[config.mk]
export PLATFORM = sky130hd
export DESIGN_NAME = ysyx_25040129_ifu_prefetch
export DESIGN_NICKNAME = d
export VERILOG_FILES = /design/src/rtl/ysyx_25040129_ifu_prefetch_pkg.sv /design/src/rtl/ysyx_25040129_ifu_fifo.sv /design/src/rtl/ysyx_25040129_ifu_prefetch.sv
export SDC_FILE = /design/constraint.sdc
export NUM_CORES = 1
export LEC_CHECK = 0
export BUFFER_PORTS_ARGS = -buffer_cell sky130_fd_sc_hd__buf_4
export CAP_MARGIN = 20
export CORE_MARGIN = 3
export CORE_UTILIZATION = 30
export DETAILED_ROUTE_END_ITERATION = 8
export PLACE_DENSITY = 0.5
export SLEW_MARGIN = 20
export SYNTH_ARGS = -nofsm -noshare
export SYNTH_HDL_FRONTEND = slang
export SYNTH_SLANG_ARGS = --single-unit
[constraint.sdc]
create_clock -name clk -period 5.6 [get_ports clk]
set_clock_uncertainty 0.15 [all_clocks]
set_input_delay 1.12 -clock clk [delete_from_list [all_inputs] [get_ports clk]]
set_output_delay 1.12 -clock clk [all_outputs]
set_load 0.02 [all_outputs]
[src/rtl/ysyx_25040129_ifu_prefetch_pkg.sv]
// Shared types and constants for the prefetching IFU: bus codes, AR FSM states, queue entry layout.
package ysyx_25040129_ifu_prefetch_pkg;

   localparam logic [31:0] FLASH_START = 32'h3000_0000;
   localparam logic [1:0]  RESP_OKAY   = 2'b00;

   typedef enum logic {
      AR_IDLE = 1'b0,
      AR_REQ  = 1'b1
   } ar_state_e;

   typedef struct packed {
      logic        err;
      logic [31:0] pc;
      logic [31:0] inst;
   } ifq_entry_t;

   localparam int unsigned ENTRY_W = $bits(ifq_entry_t);

endpackage

[src/rtl/ysyx_25040129_ifu_fifo.sv]
// Synchronous FIFO with occupancy count and a clear that wins over push/pop.
// Push while full is accepted only when a pop frees the head slot in the same cycle.
module ysyx_25040129_ifu_fifo #(
   parameter  int unsigned WIDTH = 32,
   parameter  int unsigned DEPTH = 4,
   localparam int unsigned AW    = (DEPTH > 1) ? $clog2(DEPTH) : 1,
   localparam int unsigned CW    = $clog2(DEPTH + 1)
) (
   input  logic             clk,
   input  logic             rst,
   input  logic             push_i,
   input  logic [WIDTH-1:0] wdata_i,
   input  logic             pop_i,
   input  logic             clear_i,
   output logic [WIDTH-1:0] rdata_o,
   output logic             full_o,
   output logic             empty_o,
   output logic [CW-1:0]    count_o
);

   logic [WIDTH-1:0] mem_q [DEPTH];
   logic [AW-1:0]    wr_q, rd_q;
   logic [CW-1:0]    cnt_q;
   logic             do_push, do_pop;

   function automatic logic [AW-1:0] inc(input logic [AW-1:0] p);
      return (p == AW'(DEPTH - 1)) ? '0 : p + AW'(1);
   endfunction

   assign full_o  = (cnt_q == CW'(DEPTH));
   assign empty_o = (cnt_q == '0);
   assign count_o = cnt_q;
   assign rdata_o = mem_q[rd_q];
   assign do_pop  = pop_i && !empty_o;
   assign do_push = push_i && (!full_o || pop_i);

   always_ff @(posedge clk) begin
      if (!rst || clear_i) begin
         wr_q  <= '0;
         rd_q  <= '0;
         cnt_q <= '0;
      end else begin
         if (do_push) wr_q <= inc(wr_q);
         if (do_pop)  rd_q <= inc(rd_q);
         cnt_q <= cnt_q + CW'(do_push) - CW'(do_pop);
      end
   end

   always_ff @(posedge clk) begin
      if (do_push) mem_q[wr_q] <= wdata_i;
   end

endmodule

[src/rtl/ysyx_25040129_ifu_prefetch.sv]
// Prefetching IFU: multiple AXI4-Lite reads in flight, in-order instruction queue, flush with response drop.
// IFU_BYPASS_EN forwards a response straight to IDU when the queue is empty; ysyx_25040129_DPI reports bus errors.
module ysyx_25040129_ifu_prefetch
   import ysyx_25040129_ifu_prefetch_pkg::*;
#(
   parameter logic [31:0] RESET_PC        = FLASH_START,
   parameter int unsigned FIFO_DEPTH      = 4,
   parameter int unsigned MAX_OUTSTANDING = 2
) (
   input  logic        clk,
   input  logic        rst,
   input  logic        flush,
   input  logic [31:0] flush_target,
   output logic        inst_valid,
   input  logic        inst_ready,
   output logic [31:0] inst,
   output logic [31:0] inst_pc,
   output logic        inst_err,
   output logic [31:0] araddr,
   output logic        arvalid,
   input  logic        arready,
   input  logic [31:0] rdata,
   input  logic [1:0]  rresp,
   input  logic        rvalid,
   output logic        rready
);

   localparam int unsigned QCW = $clog2(FIFO_DEPTH + 1);
   localparam int unsigned OCW = $clog2(MAX_OUTSTANDING + 1);

   ar_state_e      state_q, state_d;
   logic [31:0]    fetch_pc_q, fetch_pc_d, araddr_q, araddr_d;
   logic [OCW-1:0] drop_q, drop_d, outstanding;
   logic [QCW-1:0] occupancy;
   logic [31:0]    pc_head, inflight, credit_used;
   logic           pc_full, pc_empty, q_full, q_empty;
   logic           ar_fire, r_fire, raise, resp_keep, byp, q_push, q_pop;
   ifq_entry_t     q_wdata, q_head, head_out;

   assign ar_fire = arvalid && arready;
   assign r_fire  = rvalid && !pc_empty;

   // inflight: requests owed once this cycle's accept/return settle; credit_used counts queue slots already promised
   assign inflight    = 32'(outstanding) + 32'(arvalid) - 32'(r_fire);
   assign credit_used = 32'(outstanding) + 32'(occupancy) + 32'(arvalid);
   assign raise = !flush && (drop_q == '0) && (!arvalid || arready)
                  && (inflight < MAX_OUTSTANDING) && (credit_used < FIFO_DEPTH)
                  && !q_full && (!pc_full || rvalid);

   // Shadows every accepted AR so each response picks up its own PC, including ones being dropped
   ysyx_25040129_ifu_fifo #(.WIDTH(32), .DEPTH(MAX_OUTSTANDING)) u_pc_fifo (
      .clk     (clk),
      .rst     (rst),
      .push_i  (ar_fire),
      .wdata_i (araddr_q),
      .pop_i   (rvalid),
      .clear_i (1'b0),
      .rdata_o (pc_head),
      .full_o  (pc_full),
      .empty_o (pc_empty),
      .count_o (outstanding)
   );

   ysyx_25040129_ifu_fifo #(.WIDTH(ENTRY_W), .DEPTH(FIFO_DEPTH)) u_inst_q (
      .clk     (clk),
      .rst     (rst),
      .push_i  (q_push),
      .wdata_i (q_wdata),
      .pop_i   (q_pop),
      .clear_i (flush),
      .rdata_o (q_head),
      .full_o  (q_full),
      .empty_o (q_empty),
      .count_o (occupancy)
   );

   assign resp_keep = rvalid && (drop_q == '0) && !flush;
   assign q_wdata   = '{err: (rresp != RESP_OKAY), pc: pc_head, inst: rdata};
`ifdef IFU_BYPASS_EN
   assign byp    = resp_keep && q_empty;
   assign q_push = resp_keep && !(byp && inst_ready);
`else
   assign byp    = 1'b0;
   assign q_push = resp_keep;
`endif
   assign inst_valid = !flush && (!q_empty || byp);
   assign q_pop      = inst_valid && inst_ready && !q_empty;

   always_comb begin
      head_out = '0;
      if (!q_empty)  head_out = q_head;
      else if (byp)  head_out = q_wdata;
      inst     = head_out.inst;
      inst_pc  = head_out.pc;
      inst_err = head_out.err;
   end

   always_ff @(posedge clk) begin
      if (!rst) state_q <= AR_IDLE;
      else      state_q <= state_d;
   end

   always_comb begin
      state_d = state_q;
      unique case (state_q)
         AR_IDLE: if (raise)   state_d = AR_REQ;
         AR_REQ:  if (arready) state_d = raise ? AR_REQ : AR_IDLE;
         default:              state_d = AR_IDLE;
      endcase
   end

   always_comb begin
      arvalid = (state_q == AR_REQ);
      araddr  = araddr_q;
      rready  = 1'b1;
   end

   always_comb begin
      fetch_pc_d = fetch_pc_q;
      araddr_d   = araddr_q;
      drop_d     = drop_q;
      if (raise) begin
         araddr_d   = fetch_pc_q;
         fetch_pc_d = fetch_pc_q + 32'd4;
      end
      if (flush) begin
         fetch_pc_d = flush_target;
         // Accepted-or-presented ARs all still return a word; a presented AR is never withdrawn
         drop_d = outstanding + OCW'(arvalid) - OCW'(r_fire);
      end else if (rvalid && drop_q != '0) begin
         drop_d = drop_q - OCW'(1);
      end
   end

   always_ff @(posedge clk) begin
      if (!rst) begin
         fetch_pc_q <= RESET_PC;
         araddr_q   <= '0;
         drop_q     <= '0;
      end else begin
         fetch_pc_q <= fetch_pc_d;
         araddr_q   <= araddr_d;
         drop_q     <= drop_d;
      end
   end

`ifdef ysyx_25040129_DPI
   always_ff @(posedge clk) begin
      if (rst && rvalid && rresp != RESP_OKAY) $error("ifu: bus error fetching %h", pc_head);
   end
`endif

endmodule
==> reports/results.ini, run 1 <==
[global_route]
grtUsageMet2_pct = 21.7
groute.layer.met1.usage_pct = 18.1
grt_max_degree = 74
grt_antenna_before_repair = 0
grt_pass1_wl_um = 56700
grt_pass1_vias = 8919
grtUsageMet3_pct = 2.95
top_usage_layer = met2
grt_use_total_pct = 13.3
overflow = 0

[logic_synthesis]
synth_xor_area_share_pct = 1.31
synth.avg_cell_area_um2 = 17.2
synth_top_family_by_area = multiplexers
yosysWarnings = 0
synthArstFlopShare_pct = 0
syn_nets = 1020
yosys.area_share.simple_pct = 7.76
synth_seq_cells = 405
synthAdderAreaFrac_pct = 1.35
netlist-cell-type-count = 54
synth_compound_area_share_pct = 2.99
yosysSeqAreaShare_pct = 71.0
synthFlopType = edfxtp_1
syn_area_um2 = 16000
synthMuxAreaShare_pct = 13.9
synth-edff-count = 324
synthCells = 932

[worst_setup_path]
cp-start-kind = flop
crit_path_top_delay_cell = dfxtp_4
crit_required_ns = 4.33
critPathArrivalTime_ns = 2.73
cpPeakStageDelay_ns = 0.81
crit_fanout = 37
worstSetupPathType = flop to primary output
critPathCaptureType = primary output
crit_chain = buf_12, mux4_2, nor2b_1, buf_4
crit_family = flip-flops
path_buf_inv = 2

[cts]
h-tree-depth = 2
post_cts_buffers = 0
postCtsResizedCells = 0
insertion_delay_ns = 0.57
hold_buffers = 0
cts.sinks = 405
cts.reportedPaths.clkPinSlew_ns = 0.06
cts_buffer_depth = 3
cts_tree = built
root_buffer = clkbuf_16
cts_made_buffers = 47

[sta]
period_minus_slack_ns = 4.00
hold_viol = 0
rsz0062_at_grt = false
tightest_slew_ns = 0.980
drv_slew = 0
tns_ns = 0
min_period_over_period_pct = 71.4
setup_viol = 0
fmax_mhz = 250
relSlewSlack_pct = 34.2

[pwr]
total_leakage_power_nw = 6.75
irDropWorstVdd_v = 0.000190
power_density_nw_per_um2 = 351

[die]
core_area_um2 = 52000
die_area_um2 = 56100
die_w_um = 237
initial_utilization_pct = 30.7
ioPinCount = 172
row_count = 83
fp.dieH_um = 237

[detailed_routing]
drt-pass1-iter-count = 4
drt_wl_total_um = 37400
drt_iter0_markers = 383
dr_total_vias = 8584
route.detailed.drc = 0
final_antenna_net_count = 0
avgRoutedWirePerCell_um = 20.4
via_per_inst = 4.67

[placed_design]
place.gp.congestion = 0.785
dp_cells = 1752
hpwl_um = 23200
io_buffers = 170

[final_layout]
nNetsFinal = 1209
fin_cells = 1838
layout-drive-gt1-share_pct = 32.2
antenna_cells = 0
fillers = 4869
fin_util_pct = 37.7
syn_to_final_growth_pct = 22.6

[min_path]
hold_class = flop to flop

[job]
maxCapViolCount = 0

[status]
status = finished clean

final cells by class:
type,instances,area [µm²],share of cell area (%)
inverters,15,56.3,0.287
flip-flops and latches,405,11400,58.0
clock buffers,60,1280,6.51
well taps,680,851,4.34
multi-input cells,465,4390,22.4
clock inverters,26,245,1.25
repair buffers,187,1420,7.23
cells by family after synthesis:
logic type,after synthesis
and+or+nand+nor,208
adders and majority gates,16
other,1
DFF,405
muxes,136
xor gates and xnor gates,24
AOI/OAI and AO/OA,80
buffers and inverters,62
power by group:
group	total, W	internal (W)	switching [W]	leakage (nW)
clock	0.00298	0.00179	0.00119	0.736
combinational	0.000485	0.000213	0.000272	2.40
sequential	0.00341	0.00335	0.0000632	3.62
total	0.00688	0.00535	0.00152	6.75
final timing paths:
path	from	end	slack, ns	cells after the start
worst min register to register	araddr[18]	u_pc_fifo.mem_q[0][18]	0.35	0
worst min-delay path	araddr[18]	u_pc_fifo.mem_q[0][18]	0.35	0
worst max-delay path	flop	inst[2]	1.60	4
worst max register to register	u_pc_fifo.count_o[1]	fetch_pc_q[31]	1.94	10
per-layer routing:
layer	wire length [µm]	up-vias	part of all wire, %
met4	596	0	1.6
met1	17300	4373	46
met3	1570	42	4.2
li1	-	3982	-
met2	17900	187	48
met5	0	-	0
cells in the mapped netlist (all sizes together) (15+ instances only):
cell type	number	area share, %
inv	15	0.35
mux2	32	2.3
mux4	65	9.2
clkbuf	33	0.90
dfxtp	81	10
edfxtp	324	61
nand3	15	0.47
a21oi	21	0.66
xor2	16	0.88
nand4	16	0.67
o21ai	33	1.0
nor2	16	0.38
nor2b	102	4.0
mux2i	39	2.4
and2	15	0.59
flip-flops by register name, indices dropped and copies added, names as in the netlist, named ones only:
name and count:
u_inst_q.wr_q 2, u_pc_fifo.mem_q 64, u_inst_q.count_o 3, drop_q 2, u_pc_fifo.rd_q 1, u_pc_fifo.count_o 2, fetch_pc_q 32, u_pc_fifo.wr_q 1
arvalid 1, araddr 32, u_inst_q.rd_q 2, u_inst_q.mem_q 260
stage by stage:
step | total power, W | instance area (µm²) | hold WS (ns) | setup slack [ns]
finish | 0.00688 | 19600 | 0.354 | 1.60
global route | 0.00717 | 19600 | 0.375 | 1.34
CTS | 0.00700 | 19600 | 0.353 | 1.43
detailed placement | 0.00397 | 18100 | 0.339 | 1.23
global placement | 0.00396 | 18100 | 0.322 | 1.34
floorplan | 0.00375 | 16000 | 0.328 | 1.55
cells in the final DEF, fill, tap and decap left out, types with 3 or more instances in the layout:
master     instances
mux2_2            32
a21oi_1           21
nor2b_1          101
buf_4            186
mux2i_1           39
nand4_1           15
clkbuf_16         48
clkbuf_1           9
clkbuf_8           3
nor4_1             3
and3_1             5
o211a_1            3
xor2_1            16
nor2_1            16
clkinv_1           9
and2_4             4
or4_1              3
mux4_2            65
inv_1             15
xnor2_1            8
nor3_1             7
o21ai_0           33
edfxtp_1         324
and2_1            11
clkinv_2           6
dfxtp_1           79
nand3_1           14
ha_1              14
bufinv_16          4
nand2_1           13
o31ai_1            4
a31oi_1            6
(Power assumes the default switching activity.)
==> run 2: changes to the inputs <==
PLACE_DENSITY = 0.52   (was 0.5)
clock period = 3.3 ns   (was 5.6 ns; I/O delays follow)
==> reports/results.ini, run 2 (synthesized netlist as in run 1, its figures left out) <==
[status]
status = finished clean

[sta]
period_minus_slack_ns = 3.07
tightest_slew_ns = 0.567  ; -0.413 ns
rsz0062_at_grt = false
whs_ns = 0.153  ; -0.201 ns
hold_viol = 0  ; unchanged
drv_slew = 0  ; unchanged
relSlewSlack_pct = 61.9  ; +28 points
setup_viol = 0  ; unchanged
min_period_over_period_pct = 93.0
fmax_mhz = 326

[global_route]
grt_antenna_before_repair = 0  ; unchanged
overflow = 0  ; unchanged
top_usage_layer = met2
grt_max_degree = 66  ; -11%
grtUsageMet3_pct = 3.18  ; +0.23 points
grt_use_total_pct = 13.4  ; +0.093 points
grt_pass1_vias = 9225  ; +3.4%
groute.layer.met1.usage_pct = 18.1  ; about the same
grtUsageMet2_pct = 22.0  ; +0.27 points
grt_pass1_wl_um = 57300  ; +1.0%

[worst_setup_path]
worstSetupPathType = flop to primary output
cp-start-kind = flop
crit_family = multiplexers
crit_fanout = 31  ; -16%
critPathCaptureType = primary output
reg2reg_depth = 11  ; +1
cpPeakStageDelay_ns = 0.53  ; -0.28 ns
path_buf_inv = 2  ; unchanged
r2r_slack_ns = 0.24  ; -1.70 ns
crit_chain = buf_12, mux4_2, nor2b_1, buf_4
rr_endpoint = fetch_pc_q[31]
crit_required_ns = 2.49  ; -1.84 ns
critPathArrivalTime_ns = 2.26  ; -0.47 ns
crit_path_top_delay_cell = mux4_2
r2r_start = u_pc_fifo.count_o[0]

[pwr]
total_leakage_power_nw = 6.86  ; +1.6%
irDropWorstVdd_v = 0.000309  ; +63%
power_density_nw_per_um2 = 577  ; +64%

[final_layout]
top_regs = u_inst_q.mem_q x260, u_pc_fifo.mem_q x64
fin_util_pct = 38.1  ; +0.42 points
layout-drive-gt1-share_pct = 33.3  ; +1.1 points
largest_reg_flops = 260  ; unchanged
final_cell_mix = edfxtp_1 (324), buf_4 (199), nor2b_1 (101)
top_register = u_inst_q.mem_q
nNetsFinal = 1232  ; +1.9%
antenna_cells = 0  ; unchanged
final_common_cell = edfxtp_1
fillers = 4837  ; -0.66%
syn_to_final_growth_pct = 23.9

[die]
die_w_um = 237  ; unchanged
initial_utilization_pct = 30.7  ; unchanged
fp.dieH_um = 237  ; unchanged
ioPinCount = 172  ; unchanged
die_area_um2 = 56100  ; unchanged
row_count = 83  ; unchanged
core_area_um2 = 52000  ; unchanged

[cts]
postCtsResizedCells = 0  ; unchanged
cts_buffer_depth = 3  ; unchanged
cts.reportedPaths.clkPinSlew_ns = 0.06  ; about the same
insertion_delay_ns = 0.56  ; about the same
post_cts_buffers = 0  ; unchanged
h-tree-depth = 2  ; unchanged
cts_made_buffers = 45  ; -4.3%
hold_buffers = 0  ; unchanged
root_buffer = clkbuf_16
cts_tree = built
cts.sinks = 405  ; unchanged

[detailed_routing]
drt-pass1-iter-count = 4  ; unchanged
drt_wl_total_um = 37900  ; +1.3%
final_antenna_net_count = 0  ; unchanged
route.detailed.drc = 0  ; unchanged
drt_iter0_markers = 553  ; +44%
dr_total_vias = 8752  ; +2.0%
avgRoutedWirePerCell_um = 20.4  ; +0.21%
via_per_inst = 4.71  ; +0.86%

[min_path]
hold_path_end = u_inst_q.mem_q[2][24]
hold_class = input port to flop
min-delay-start = rdata[24]
worstHoldPathCells = 1  ; +1

[placed_design]
hpwl_um = 24600  ; +6.0%
io_buffers = 170  ; unchanged
place.gp.congestion = 0.808  ; +2.9%

[job]
maxCapViolCount = 0  ; unchanged

## run 2: cell types whose count changed in the layout (fill, tap and decap cells not counted), moves of 2 or more
cell,previous run,this run
clkinv_1,9,5
bufinv_16,4,2
buf_4,186,199
clkinvlp_2,2,0
clkinv_2,6,8
buf_12,1,13
clkbuf_1,9,15
## run 2: through the flow
stage | TNS [ns] | setup slack [ns] | cells | total power (W) | instance area, µm²
floorplan | 0 | 0.0493 | 932 | 0.00636 | 16000
global placement | -0.416 | -0.119 | 1777 | 0.00676 | 18400
detailed placement | -0.857 | -0.144 | 1777 | 0.00679 | 18400
CTS | 0 | 0.138 | 1858 | 0.0116 | 19800
global route | 0 | 0.0563 | 1858 | 0.0119 | 19800
finish | 0 | 0.230 | 1858 | 0.0114 | 19800
## run 2: power by group
part / switching, W / internal [W]
clock: 0.00196 / 0.00281
sequential: 0.000106 / 0.00568
combinational: 0.000478 / 0.000397
total: 0.00254 / 0.00888
## run 2: final cells by class
type	instances	area (µm²)	area share [%]
Clock inverter	17	135	0.682
Sequential cell	405	11400	57.3
Timing Repair Buffer	212	1750	8.85
Tap cell	680	851	4.29
Multi-Input combinational cell	465	4400	22.2
Clock buffer	64	1260	6.36
Inverter	15	56.3	0.284
## run 2: worst max path at each step
stage / slack (ns) / cells past startpoint / end / start
global route: 0.06 / 11 / fetch_pc_q[24] / u_pc_fifo.count_o[0]
detailed placement: -0.14 / 11 / fetch_pc_q[31] / rvalid
floorplan: 0.05 / 11 / fetch_pc_q[24] / rvalid
finish: 0.23 / 4 / inst[16] / flop
CTS: 0.14 / 4 / inst_pc[10] / flop
global placement: -0.12 / 11 / fetch_pc_q[31] / rvalid
## run 2: metal layers
layer | routed length [µm] | share of wire (%)
met5 | 0 | 0
met1 | 17300 | 46
met2 | 18000 | 48
met4 | 570 | 1.5
met3 | 1990 | 5.2
